File: src/rtl/cpu_pkg.sv
// Shared CPU definitions: control-bundle bit map, opcodes and hazard FSM states.
package cpu_pkg;

  localparam int unsigned CTRL_W   = 20;
  localparam int unsigned OPCODE_W = 5;

  // Control bundle bit indices
  localparam int unsigned CTRL_RSVD       = 19;
  localparam int unsigned CTRL_LOAD       = 18;
  localparam int unsigned CTRL_WRE        = 17;
  localparam int unsigned CTRL_VWRE       = 16;
  localparam int unsigned CTRL_WMEM_A     = 15;
  localparam int unsigned CTRL_WMEM_B     = 14;
  localparam int unsigned CTRL_WB_HI      = 13;
  localparam int unsigned CTRL_WB_LO      = 12;
  localparam int unsigned CTRL_VWB_HI     = 11;
  localparam int unsigned CTRL_VWB_LO     = 10;
  localparam int unsigned CTRL_ALUOP_HI   = 9;
  localparam int unsigned CTRL_ALUOP_LO   = 5;
  localparam int unsigned CTRL_VALUOP_HI  = 4;
  localparam int unsigned CTRL_VALUOP_LO  = 0;

  // Opcode bit that selects the vector register file
  localparam int unsigned OP_CLASS_BIT = 4;

  localparam logic [OPCODE_W-1:0] OP_NOP  = 5'b00000;
  localparam logic [OPCODE_W-1:0] OP_LDR  = 5'b00010;
  localparam logic [OPCODE_W-1:0] OP_VLDR = 5'b10010;
  localparam logic [OPCODE_W-1:0] OP_BNE  = 5'b00011;

  typedef enum logic [1:0] {
    RUN      = 2'd0,
    LU_STALL = 2'd1,
    FLUSH    = 2'd2
  } hz_state_t;

  // True when the opcode addresses the vector register file
  function automatic logic is_vector(input logic [OPCODE_W-1:0] op);
    return op[OP_CLASS_BIT];
  endfunction

endpackage

File: src/rtl/load_use_detect.sv
// Combinational load-use hazard detector between the EX and ID slots.
module load_use_detect
  import cpu_pkg::*;
#(
  parameter int unsigned REG_W = 4
) (
  input  logic                ex_valid,
  input  logic                ex_load,
  input  logic [OPCODE_W-1:0] ex_opcode,
  input  logic [REG_W-1:0]    ex_rd,
  input  logic                id_valid,
  input  logic [OPCODE_W-1:0] id_opcode,
  input  logic [REG_W-1:0]    id_rs1,
  input  logic [REG_W-1:0]    id_rs2,
  output logic                hazard
);

  logic same_class;
  logic rd_match;

  // Hazard only when a load in EX writes a register the ID instruction reads in the same file
  always_comb begin
    same_class = (is_vector(ex_opcode) == is_vector(id_opcode));
    rd_match   = (ex_rd == id_rs1) || (ex_rd == id_rs2);
    hazard     = ex_valid && ex_load && id_valid && (id_opcode != OP_NOP) &&
                 same_class && rd_match;
  end

endmodule

File: src/rtl/id_ex_hazard_stage.sv
// ID/EX pipeline register with load-use stalling, branch squash and a bubble counter.
module id_ex_hazard_stage
  import cpu_pkg::*;
#(
  parameter int unsigned DATA_W       = 16,
  parameter int unsigned VDATA_W      = 128,
  parameter int unsigned REG_W        = 4,
  parameter int unsigned BRANCH_FLUSH = 2
) (
  input  logic                clk,
  input  logic                rst,
  input  logic                id_valid,
  input  logic [OPCODE_W-1:0] id_opcode,
  input  logic [CTRL_W-1:0]   id_control_signals,
  input  logic [REG_W-1:0]    id_rs1,
  input  logic [REG_W-1:0]    id_rs2,
  input  logic [REG_W-1:0]    id_rd,
  input  logic [DATA_W-1:0]   id_src_a,
  input  logic [DATA_W-1:0]   id_src_b,
  input  logic [VDATA_W-1:0]  id_vsrc_a,
  input  logic [VDATA_W-1:0]  id_vsrc_b,
  input  logic                branch_taken,
  input  logic                ex_hold,
  output logic                id_stall,
  output logic                ex_valid,
  output logic [CTRL_W-1:0]   ex_control_signals,
  output logic [OPCODE_W-1:0] ex_opcode,
  output logic [REG_W-1:0]    ex_rd,
  output logic [DATA_W-1:0]   ex_src_a,
  output logic [DATA_W-1:0]   ex_src_b,
  output logic [VDATA_W-1:0]  ex_vsrc_a,
  output logic [VDATA_W-1:0]  ex_vsrc_b,
  output logic [15:0]         stall_count
);

  localparam int unsigned FcntW = (BRANCH_FLUSH > 1) ? $clog2(BRANCH_FLUSH) : 1;
  // Remaining squash slots after the cycle branch_taken itself is seen
  localparam logic [FcntW-1:0] FlushInit = FcntW'(BRANCH_FLUSH - 1);

  hz_state_t          state_q, state_d;
  logic [FcntW-1:0]   flush_cnt_q, flush_cnt_d;
  logic               ex_valid_q, ex_valid_d;
  logic [CTRL_W-1:0]  ex_ctrl_q, ex_ctrl_d;
  logic [OPCODE_W-1:0] ex_opcode_q, ex_opcode_d;
  logic [REG_W-1:0]   ex_rd_q, ex_rd_d;
  logic [DATA_W-1:0]  ex_src_a_q, ex_src_a_d;
  logic [DATA_W-1:0]  ex_src_b_q, ex_src_b_d;
  logic [VDATA_W-1:0] ex_vsrc_a_q, ex_vsrc_a_d;
  logic [VDATA_W-1:0] ex_vsrc_b_q, ex_vsrc_b_d;
  logic [15:0]        stall_cnt_q, stall_cnt_d;

  logic hazard;
  logic bubble;   // stall/squash bubble, counted
  logic latch;    // take the ID slot (may itself be an empty slot)

  load_use_detect #(
    .REG_W (REG_W)
  ) u_detect (
    .ex_valid  (ex_valid_q),
    .ex_load   (ex_ctrl_q[CTRL_LOAD]),
    .ex_opcode (ex_opcode_q),
    .ex_rd     (ex_rd_q),
    .id_valid  (id_valid),
    .id_opcode (id_opcode),
    .id_rs1    (id_rs1),
    .id_rs2    (id_rs2),
    .hazard    (hazard)
  );

  // FSM next state and per-cycle action selection, in priority order
  always_comb begin
    state_d     = state_q;
    flush_cnt_d = flush_cnt_q;
    bubble      = 1'b0;
    latch       = 1'b0;
    if (branch_taken) begin
      bubble      = 1'b1;
      flush_cnt_d = FlushInit;
      state_d     = (FlushInit != '0) ? FLUSH : RUN;
    end else if (!ex_hold) begin
      unique case (state_q)
        RUN: begin
          if (hazard) begin
            bubble  = 1'b1;
            state_d = LU_STALL;
          end else begin
            latch = 1'b1;
          end
        end
        LU_STALL: begin
          latch   = 1'b1;
          state_d = RUN;
        end
        FLUSH: begin
          bubble      = 1'b1;
          flush_cnt_d = flush_cnt_q - FcntW'(1);
          if (flush_cnt_d == '0) begin
            state_d = RUN;
          end
        end
        default: begin
          state_d     = RUN;
          flush_cnt_d = '0;
        end
      endcase
    end
  end

  // EX register next values: hold, bubble, or copy of the ID slot
  always_comb begin
    ex_valid_d  = ex_valid_q;
    ex_ctrl_d   = ex_ctrl_q;
    ex_opcode_d = ex_opcode_q;
    ex_rd_d     = ex_rd_q;
    ex_src_a_d  = ex_src_a_q;
    ex_src_b_d  = ex_src_b_q;
    ex_vsrc_a_d = ex_vsrc_a_q;
    ex_vsrc_b_d = ex_vsrc_b_q;
    if (bubble || (latch && !id_valid)) begin
      ex_valid_d  = 1'b0;
      ex_ctrl_d   = '0;
      ex_opcode_d = OP_NOP;
      ex_rd_d     = '0;
      ex_src_a_d  = '0;
      ex_src_b_d  = '0;
      ex_vsrc_a_d = '0;
      ex_vsrc_b_d = '0;
    end else if (latch) begin
      ex_valid_d  = 1'b1;
      ex_ctrl_d   = id_control_signals;
      ex_opcode_d = id_opcode;
      ex_rd_d     = id_rd;
      ex_src_a_d  = id_src_a;
      ex_src_b_d  = id_src_b;
      ex_vsrc_a_d = id_vsrc_a;
      ex_vsrc_b_d = id_vsrc_b;
    end
  end

  // Saturating bubble counter; empty ID slots are not stalls and do not count
  always_comb begin
    stall_cnt_d = stall_cnt_q;
    if (bubble && (stall_cnt_q != 16'hFFFF)) begin
      stall_cnt_d = stall_cnt_q + 16'd1;
    end
  end

  // IF/ID holds on back-pressure or while a load-use bubble is inserted
  always_comb begin
    id_stall = !rst && !branch_taken && (ex_hold || ((state_q == RUN) && hazard));
  end

  // State and EX register update with synchronous reset
  always_ff @(posedge clk) begin
    if (rst) begin
      state_q     <= RUN;
      flush_cnt_q <= '0;
      ex_valid_q  <= 1'b0;
      ex_ctrl_q   <= '0;
      ex_opcode_q <= OP_NOP;
      ex_rd_q     <= '0;
      ex_src_a_q  <= '0;
      ex_src_b_q  <= '0;
      ex_vsrc_a_q <= '0;
      ex_vsrc_b_q <= '0;
      stall_cnt_q <= '0;
    end else begin
      state_q     <= state_d;
      flush_cnt_q <= flush_cnt_d;
      ex_valid_q  <= ex_valid_d;
      ex_ctrl_q   <= ex_ctrl_d;
      ex_opcode_q <= ex_opcode_d;
      ex_rd_q     <= ex_rd_d;
      ex_src_a_q  <= ex_src_a_d;
      ex_src_b_q  <= ex_src_b_d;
      ex_vsrc_a_q <= ex_vsrc_a_d;
      ex_vsrc_b_q <= ex_vsrc_b_d;
      stall_cnt_q <= stall_cnt_d;
    end
  end

  assign ex_valid           = ex_valid_q;
  assign ex_control_signals = ex_ctrl_q;
  assign ex_opcode          = ex_opcode_q;
  assign ex_rd              = ex_rd_q;
  assign ex_src_a           = ex_src_a_q;
  assign ex_src_b           = ex_src_b_q;
  assign ex_vsrc_a          = ex_vsrc_a_q;
  assign ex_vsrc_b          = ex_vsrc_b_q;
  assign stall_count        = stall_cnt_q;

endmodule

File: config.mk
export PLATFORM = sky130hd
export DESIGN_NAME = id_ex_hazard_stage
export DESIGN_NICKNAME = d
export VERILOG_FILES = /design/src/rtl/cpu_pkg.sv /design/src/rtl/load_use_detect.sv /design/src/rtl/id_ex_hazard_stage.sv
export SDC_FILE = /design/constraint.sdc
export NUM_CORES = 1
export LEC_CHECK = 0
export ABC_AREA = 1
export BUFFER_PORTS_ARGS = -buffer_cell sky130_fd_sc_hd__buf_2
export CAP_MARGIN = 20
export CORE_AREA = 2 2 260 262
export DETAILED_ROUTE_END_ITERATION = 12
export DIE_AREA = 0 0 262 264
export PLACE_DENSITY = 0.39
export SKIP_CTS_REPAIR_TIMING = 1
export SYNTH_ARGS = -nofsm -noshare
export SYNTH_HDL_FRONTEND = slang
export SYNTH_HIERARCHICAL = 1
export SYNTH_SLANG_ARGS = --single-unit
File: constraint.sdc
create_clock -name clk -period 2.5 [get_ports clk]
set_clock_uncertainty 0.2 [all_clocks]
set_input_delay 0.5 -clock clk [delete_from_list [all_inputs] [get_ports clk]]
set_output_delay 0.5 -clock clk [all_outputs]
set_load 0.005 [all_outputs]
---- Word-level counts from Yosys, hierarchy flattened ----
Cells that the tools add are included.
cells by class
  add/sub/neg operators ................... 2
  equality and inequality tests ........... 12
  mux-type cells .......................... 16
  bitwise gates (word level) .............. 1
  reduce and logical (&&, ||, !) cells .... 24
operator list
  operator               number
  $add 16x1->16 const B  1
  $ne 16x16->1 const B   1
  $logic_and 1x1->1      10
  $eq 4x4->1             2
  $mux 1                 8
  $mux 2                 4
  $ne 2x2->1 const B     3
  $ne 3x3->1 const B     2
  $pmux 1 s2             3
  $reduce_and 3->1       2
  $reduce_or 2->1        3
  $reduce_bool 5->1      1
  $pmux 2 s2             1
  $logic_not 1->1        3
  $logic_or 1x1->1       3
  $eq 2x1->1 const B     1
  $eq 2x2->1 const B     1
  $logic_not 2->1        1
  $ne 2x1->1 const B     1
  $reduce_and 2->1       1
  $eq 1x1->1             1
  $not 1->1              1
  $sub 1x1->1 const B    1
storage, ports and cells
  bits in registers ....................... 337
  bits of input ports ..................... 330
  output and inout port bits .............. 335
  logic and storage cells ................. 67

---- Logic depth before layout (Yosys ltp) ----
Gate-level depths: netlist (run 1).
  word-level depth ........................ 12
  mapped depth ............................ 14
  depth with buffers taken out ............ 14

---- Modules after synthesis ----
The synthesis (run 1) kept the hierarchy.
by module, submodules not included
  module              instances  cells each  area each (µm²)  sequential area each (µm²)
  id_ex_hazard_stage  1          1625        13001.2          6746.5
  load_use_detect     1          49          201.4            0.0

---- Worst setup path before layout (run 1) ----
Ideal clock, no wire load.
  path kind ............................... input port to output port
  start ................................... input port id_rs2[1]
  end ..................................... output port id_stall
  arrival time ............................ 1452 ps
  data required time ...................... 1800 ps
  path slack .............................. 348 ps
  stages on the path ...................... 11
  buffers on the path ..................... 1
  cell sequence ........................... inv_1 nand2_1 nand2_1 nor2_1 nand2_1 a21oi_2 nand2_2 clkbuf_1 nor2_1 o21ai_0 inv_1
between the ends
  cells in the longest elaborated chain, start to end .. 6
ends and longest elaborated chain
  element            RTL line                   RTL
  start, declared    id_ex_hazard_stage.sv:16   input logic [REG_W-1:0] id_rs2,
  $eq 4x4->1         load_use_detect.sv:24      rd_match = (ex_rd == id_rs1) || (ex_rd == id_rs2);
  $logic_or 1x1->1   load_use_detect.sv:24
  $logic_and 1x1->1  load_use_detect.sv:26      same_class && rd_match;
  net hazard         id_ex_hazard_stage.sv:52   logic hazard;
  $logic_and 1x1->1  id_ex_hazard_stage.sv:150  id_stall = !rst && !branch_taken && (ex_hold || ((state_q == RUN) && hazard));
  $logic_or 1x1->1   id_ex_hazard_stage.sv:150
  $logic_and 1x1->1  id_ex_hazard_stage.sv:150
  end, declared      id_ex_hazard_stage.sv:24   output logic id_stall,
The timed path passes the listed nets, and every way through them passes these cells.

---- Final worst setup path (run 1) ----
  start ................................... register ex_rd_q[2] (netlist: ex_rd[2])
  end ..................................... output port id_stall
between the ends
  cells in the longest elaborated chain, start to end .. 6
  elaborated cells on any way between the ends .. 7
  those cells by class .................... eq/ne: 2; reduce/logical: 5
ends and longest elaborated chain
  element                 RTL line                   RTL
  start, declared         id_ex_hazard_stage.sv:45   logic [REG_W-1:0] ex_rd_q, ex_rd_d;
  start signal, assigned  id_ex_hazard_stage.sv:173  ex_rd_q <= ex_rd_d;
  $eq 4x4->1              load_use_detect.sv:24
  $logic_or 1x1->1 (*)    load_use_detect.sv:24
  $logic_and 1x1->1 (*)   load_use_detect.sv:26
  net hazard              id_ex_hazard_stage.sv:52
  $logic_and 1x1->1 (*)   id_ex_hazard_stage.sv:150
  $logic_or 1x1->1 (*)    id_ex_hazard_stage.sv:150
  $logic_and 1x1->1 (*)   id_ex_hazard_stage.sv:150
The timed path passes the listed nets; every way through them passes the cells marked *.

==> summary.md, run 1 <==
| Metric | Value |
|---|---|
| CTS root buf | clkbuf_16 |
| Critical R2R Launch | ex_rd[2] |
| Grt ovf | 0 |
| Avg WL per Cell | between 15 and 20 um |
| Worst setup SP type | register |
| Chip Width | between 200 and 300 um |
| Hold endpoint | ex_vsrc_b[112] |
| CP Class | reg2out |
| Achievable Freq | around 360 MHz |
| Critical path arrival | ~2.0 ns |
| Max H-tree Level | 2 |
| Die Span Y | 264 um |
| Failing checks | negative setup slack |
| Io pins | between 600 and 700 |
| # rows | 95 |
| Crit-path slowest cell | dfxtp_4 |
| Sequential Area | 6760 um2 |
| Peak VDD IR | just under 400 uV |
| Detail Placement HPWL | slightly above 40 mm |
| Synthesized instance count | ~1,700 |
| Max-cap violations | 0 |
| Initial antenna violation count | 23 |
| Drt drc | 0 |
| Fin Setup TNS | -0.242 ns |
| Crit path buf inv count | 5 |
| Hold Path Depth | 3 |
| Slew @ Worst Pin | 0.458 ns |
| DR vias/cell | ~4.5 |
| Port Buffers | 664 |
| Reg2reg path depth | 14 |
| CP Cell Sequence | inv_2, nand2_1, nand2_1, nor2_1, nand2_1, a21oi_2, buf_6, nand2_8, buf_6, nor2_4, o21ai_2, inv_1, buf_6 |
| Setup WS post-layout | -0.242 ns |
| R2R Setup Slk | between 0.1 and 0.15 ns |
| Filler instances | between 7,000 and 8,000 |
| Worst path top cell family by delay | buffers and inverters |
| Critical path endpoint category | output pin |
| Die area | 69,200 um2 |
| Final ANT Viol Nets | 0 |
| CTS tree | yes |
| Final period utilization | 110% |
| RSZ-0062 raised after global routing | yes |
| Final Hold Fails | 0 |
| First-pass GRT wire length | 83.4 mm |
| Initial drt markers | 882 |
| Synth Cell Area | roughly 13,000 um2 |
| Post-route minimum period | 2.74 ns |
| Leak | 8.38 nW |
| Drt first pass iters | 5 |
| Total track usage | about 15% |
| Outcome | finished, violations left |
| Slew HR | around 70% |
| Hold Path Class | in2reg |
| Crit-path max FO | 5 |
| Register area share after synthesis | 51.1% |
| CTS Buf Count | 43 |
| Fin. max-slew vios | 0 |
| WL met2 | approximately 28 mm |
| YS warnings | 6 |
| Distinct cells, synth | 26 |
| Final WL | approximately 57 mm |
| Routability Congestion | around 0.86 |
| Layout net count | between 2,000 and 3,000 |
| Clock latency on the worst-skew pair | 0.54 ns |
| Maximum clock insertion buffer count | 3 |
| RR Endpoint | ex_vsrc_b[44] |
| Hold Startpoint | id_vsrc_b[112] |
| Final Instance Area | 19,800 um2 |
| #FFs+latches synth | 337 |
| Reg clk slew, reported paths | about 0.060 ns |
| M1 WL | between 20 and 25 mm |
| Area grow syn2layout | 49.7% |
| Mapped Nets | roughly 2,000 |
| Area of the multi-input gates | between 5000 and 6000 um2 |
| Required time worst endpoint | ~1.8 ns |
| CTS sink cnt | between 300 and 400 |
| Largest net degree at the start of global routing | 90 |
| Placed cell area | between 15,000 and 20,000 um2 |
| Initial Util | roughly a fifth |
| Slowest stage delay, CP | 0.37 ns |
| DR top layer | met5 |
| Number of global-route vias before repair | approximately 14,000 |
| Count of final setup violators | 1 |
| Layout cells sized above 1 | a little over a third |
| Core Footprint | 66,600 um2 |
| Syn Area/Cell | approximately 7.9 um2 |
| Met3 Routed Length | approximately 4.7 mm |
| Pwr Density | ~670 nW/um2 |
| Via count | 14,700 |
-- cells in the mapped netlist --
| library cell | count | area [um2] |
|---|---|---|
| buf_6 | 1 | 11.3 |
| dfxtp_1 | 337 | 6750 |
| a21oi_1 | 331 | 1660 |
| nand3b_1 | 2 | 15.0 |
| a31oi_1 | 1 | 6.26 |
| nor2_1 | 36 | 135 |
| and3_1 | 1 | 6.26 |
| or2_2 | 1 | 6.26 |
| o211ai_1 | 1 | 7.51 |
| clkbuf_1 | 106 | 398 |
| buf_2 | 56 | 280 |
| o21ai_0 | 7 | 35.0 |
| nand4_1 | 322 | 2010 |
| buf_1 | 5 | 18.8 |
| a21oi_2 | 1 | 8.76 |
| nand2_1 | 400 | 1500 |
| xor2_1 | 3 | 26.3 |
| buf_4 | 10 | 75.1 |
| nand3_1 | 14 | 70.1 |
| nand2_2 | 1 | 6.26 |
| inv_2 | 2 | 7.51 |
| inv_1 | 28 | 105 |
| nor2_2 | 2 | 12.5 |
| nor3_1 | 1 | 5.00 |
| ha_1 | 1 | 12.5 |
| xnor2_1 | 4 | 35.0 |
-- flip-flops by register name, indices dropped and copies added, names as in the netlist --
register	count
state_q	2
ex_valid	1
flush_cnt_q	1
ex_rd	4
stall_count	16
ex_src_b	16
ex_control_signals	20
ex_vsrc_b	128
ex_src_a	16
ex_opcode	5
ex_vsrc_a	128
-- tightest hold or removal path: stages --
cell	delay, ns
buf_2	0.10
nand4_1	0.08
a21oi_1	0.06
-- power breakdown --
group	switching, mW	leakage, nW	internal [mW]
Combinational	0.805	4.94	0.595
Sequential	0.0619	2.73	5.49
Clock	2.47	0.714	3.79
Total	3.33	8.38	9.87
-- metal layers --
metal	global-route usage, %	vias to the layer above
li1	-	7238
met1	17.2	6877
met2	26.3	520
met3	4.71	100
met4	6.67	6
met5	0	-
-- area by class of cell --
type	count	share of cell area [%]
repair buffers	784	23.8
clock buffers	64	6.56
well taps	873	5.53
flip-flops and latches	337	34.2
diodes	21	0.266
multi-input cells	1129	28.4
clock inverters	13	0.677
inverters	30	0.608
-- stage by stage --
step | power, mW | cells | util, % | hold slack [ns] | setup WS (ns)
6_report | 13.2 | 3251 | 29.7 | 0.0198 | -0.242
4_1_cts | 13.5 | 3207 | 29.2 | -0.0306 | -0.539
5_1_grt | 13.8 | 3250 | 29.7 | -0.000206 | -0.392
3_5_place_dp | 7.05 | 3130 | 27.1 | 0.248 | -0.161
3_3_place_gp | 7.05 | 3130 | 27.1 | 0.244 | -0.244
2_1_floorplan | 6.28 | 1674 | - | 0.251 | 0.348
-- placed cells by master (no fill, tap or decap), types with 2 or more instances in the layout --
master,netlist,final
nand3b_1,2,2
buf_4,10,68
o21ai_0,7,6
nand4_1,322,322
bufinv_16,0,2
buf_6,1,3
inv_2,2,5
dfxtp_1,337,333
buf_2,56,663
clkbuf_8,0,12
inv_6,0,2
xnor2_1,4,4
dfxtp_4,0,3
diode_2,0,21
nand3_1,14,13
inv_1,28,24
nor2_4,0,2
nand2_1,400,399
dlygate4sd3_1,0,16
clkinv_2,0,8
nor2_1,36,35
clkbuf_16,0,44
clkbuf_1,106,8
a21oi_1,331,331
buf_12,0,34
xor2_1,3,3
-- worst max path at each step --
stage,startpoint,endpoint,slack (ns),cells after the start
after global routing,ex_rd[2],id_stall,-0.39,13
after floorplan,id_rs2[1],id_stall,0.35,11
after CTS,ex_rd[2],id_stall,-0.54,13
after global placement,id_rs2[1],ex_vsrc_b[67],-0.24,14
final,ex_rd[2],id_stall,-0.24,13
after detailed placement,id_valid,ex_vsrc_b[103],-0.16,11
-- kinds of logic (layout without fill, tap and decap cells) --
group	after synthesis	in the layout	share of synthesized area, %
simple gates	780	780	28.6
compound gates	341	341	13.0
other cells	0	21	0
flops	337	337	51.1
buf+inv	208	891	6.79
fa+ha+maj	1	1	0.0948
xor+xnor	7	7	0.464
(Power assumes the default switching activity.)
==> run 2, diff against run 1 <==
Settings changed: ABC_AREA 1 to unset, CORE_AREA 2 2 260 262 to 2 2 262 264, DIE_AREA 0 0 262 264 to 0 0 264 266, PLACE_DENSITY 0.39 to 0.37.
==> summary.md, run 2 <==
| Metric | Value |
|---|---|
| Total track usage | between 10% and 20% |
| Detail Placement HPWL | 38.4 mm |
| Maximum clock insertion buffer count | 3 |
| Clock latency on the worst-skew pair | ~0.56 ns |
| YS warnings | 6 |
| Ys flop type | dfxtp_1 |
| Synthesized instance count | between 1,500 and 2,000 |
| Max H-tree Level | 2 |
| Peak VDD IR | around 380 uV |
| Achievable Freq | roughly 350 MHz |
| Filler instances | just over 7,000 |
| Count of final setup violators | roughly 320 |
| RR Endpoint | ex_vsrc_b[58] |
| Post-synthesis adder-cell area fraction | 0.104% |
| Port Buffers | approximately 660 |
| Placed cell area | about 17,000 um2 |
| Pwr Density | slightly below 600 nW/um2 |
| # rows | 96 |
| Xor/xnor share of the synthesized area | 0.580% |
| Chip Width | around 260 um |
| Leak | about 9.8 nW |
| Initial antenna violation count | 5 |
| Final ANT Viol Nets | 0 |
| Area grow syn2layout | 87.4% |
| Initial drt markers | 605 |
| Most common cell after layout, fill and taps aside | buf_2 |
| First-pass GRT wire length | roughly 74 mm |
| Post-synthesis mux area share | less than 1% |
| Slew @ Worst Pin | 0.482 ns |
| Area share of the largest cell type after synthesis | between 50% and 60% |
| Required time worst endpoint | between 1.5 and 2 ns |
| RSZ-0062 raised after global routing | yes |
| Post-synth EDFFs | 0 |
| Final period utilization | 114% |
| Die Span Y | about 270 um |
| Final Instance Area | about 23,000 um2 |
| Critical path endpoint category | output pin |
| CP endpoint | id_stall |
| Die area | roughly 70,000 um2 |
| Slew HR | between 60% and 70% |
| CTS tree | yes |
| Final Power | about 13 mW |
| Core Footprint | approximately 68,000 um2 |
| Routability Congestion | 0.822 |
| Io pins | between 600 and 700 |
| Simple-Gate Fraction of Synth Area | a little under a quarter |
| Final WL | approximately 57 mm |
| CTS sink cnt | 337 |
| CP Class | reg2out |
| #FFs+latches synth | between 300 and 400 |
| Setup WS post-layout | -0.351 ns |
| Layout net count | ~2,900 |
| Crit-path max FO | 3 |
| Most frequent cells after synthesis | nand2_1, dfxtp_1, a21oi_1 |
| DR vias/cell | approximately 4 |
| Via count | 14,200 |
| Critical path launch point | ex_rd[0] |
| Failing checks | negative setup slack |
| Reg2reg path depth | 12 |
| Commonest cells after routing, fill and taps aside | buf_2, nand2_1, dfxtp_1 |
| Post-route minimum period | roughly 2.9 ns |
| Layout cells sized above 1 | 37.7% |
| Final Hold Fails | 0 |
| Reg clk slew, reported paths | approximately 0.06 ns |
| Critical R2R Launch | ex_rd[0] |
| CTS root buf | clkbuf_16 |
| Top post-synthesis cells by area | dfxtp_1, nand2_1, a21oi_1 |
| Max-cap violations | 0 |
| Initial Util | ~18% |
| Number of global-route vias before repair | approximately 12,000 |
| Register area share after synthesis | 55.9% |
| Outcome | finished, violations left |
| Hold Path Class | in2reg |
| Ys async rst share | 0% |
| Largest net degree at the start of global routing | 60 |
| Worst setup SP type | register |
| Most common cell in the netlist | nand2_1 |
| Drt drc | 0 |
| Avg WL per Cell | between 15 and 20 um |
| Synth Cell Area | about 12,000 um2 |
| Grt ovf | 0 |
| Critical path arrival | around 2.2 ns |
| Drt first pass iters | 5 |
| Area leader, netlist | dfxtp_1 |
| R2R Setup Slk | -0.24 ns |
| Syn Area/Cell | 7.92 um2 |
| Mapped Nets | between 1,500 and 2,000 |
| Largest family of logic cells by synthesized area | simple AND/OR/NAND/NOR gates |
| Fin. max-slew vios | 0 |
| Synth Area in Compound Gates | ~15% |
| CTS Buf Count | 43 |
| Distinct cells, synth | 34 |
## run 2: changes by cell type after synthesis, sizes merged, moves of 10 or more
cell and change:
nor4 +11, clkbuf -58, nor2 -23, nand2 +237, nand4 -314, nor2b +10
inv -25
## run 2: critical path, stage by stage, from the launching register on
cell and delay, ns:
dfxtp_2 0.34, xnor2_2 0.17, nand4_1 0.18, a211oi_2 0.25
nor2b_4 0.18, buf_4 0.13, a21oi_1 0.06, nor3_1 0.11
buf_2 0.16
## run 2: final cells by class
| class | instances | area, um2 | share of cell area [%] |
|---|---|---|---|
| multi-input cells | 1073 | 5150 | 22.8 |
| well taps | 882 | 1100 | 4.87 |
| repair buffers | 1077 | 8330 | 36.8 |
| flip-flops and latches | 337 | 6750 | 29.8 |
| diodes | 4 | 10.0 | 0.0442 |
| clock inverters | 6 | 40.0 | 0.177 |
| inverters | 5 | 18.8 | 0.0829 |
| clock buffers | 67 | 1240 | 5.47 |
## run 2: layer usage
metal  wire length [um]  global-route usage (%)  up-vias  share of wire, %
met5                  7                       0        -             0.012
met4               1290                    4.91        2               2.3
met3               3460                    3.96       88               6.0
met2              29300                    24.4      434                51
met1              23400                    14.6     6640                41
li1                   -                       -     7012                 -
## run 2: report_power, final
part           total, mW  internal (mW)  leakage (nW)  switching (mW)
clock               5.80           3.38         0.619            2.42
sequential          5.51           5.46          2.73          0.0485
combinational       1.75          0.977          6.41           0.774
## run 2: cell families (layout without fill, tap and decap cells)
logic type / after synthesis / count (layout)
AO/OA/AOI/OAI: 345 / 346
XOR/XNOR: 8 / 8
adder cells (fa/ha/maj): 1 / 1
buffers and inverters: 117 / 1155
flip-flops: 337 / 337
multiplexers: 8 / 8
other: 0 / 4
AND/OR/NAND/NOR: 710 / 710
## run 2: worst min-delay path by stage
stage | from | endpoint | slack, ns | cells after the start
2_1_floorplan | ex_vsrc_a[100] | ex_vsrc_a[100] | 0.25 | 2
3_3_place_gp | ex_vsrc_a[35] | ex_vsrc_a[35] | 0.24 | 2
3_5_place_dp | ex_vsrc_a[35] | ex_vsrc_a[35] | 0.24 | 2
4_1_cts | id_vsrc_a[52] | ex_vsrc_a[52] | -0.08 | 3
5_1_grt | id_vsrc_b[40] | ex_vsrc_b[40] | 0.0005 | 3
6_report | id_vsrc_a[14] | ex_vsrc_a[14] | 0.009 | 3
## run 2: per-stage QoR
stage	util (%)	setup slack (ns)	TNS, ns	std cells	hold WS, ns
2_1_floorplan	-	-0.197	-53.07	1526	0.250
3_3_place_gp	24.8	-0.646	-198.23	3037	0.238
3_5_place_dp	24.8	-0.642	-192.97	3037	0.241
4_1_cts	26.7	-0.579	-9.77	3110	-0.0755
5_1_grt	33.4	-0.537	-85.27	3450	0.000451
6_report	33.4	-0.351	-72.29	3451	0.00891
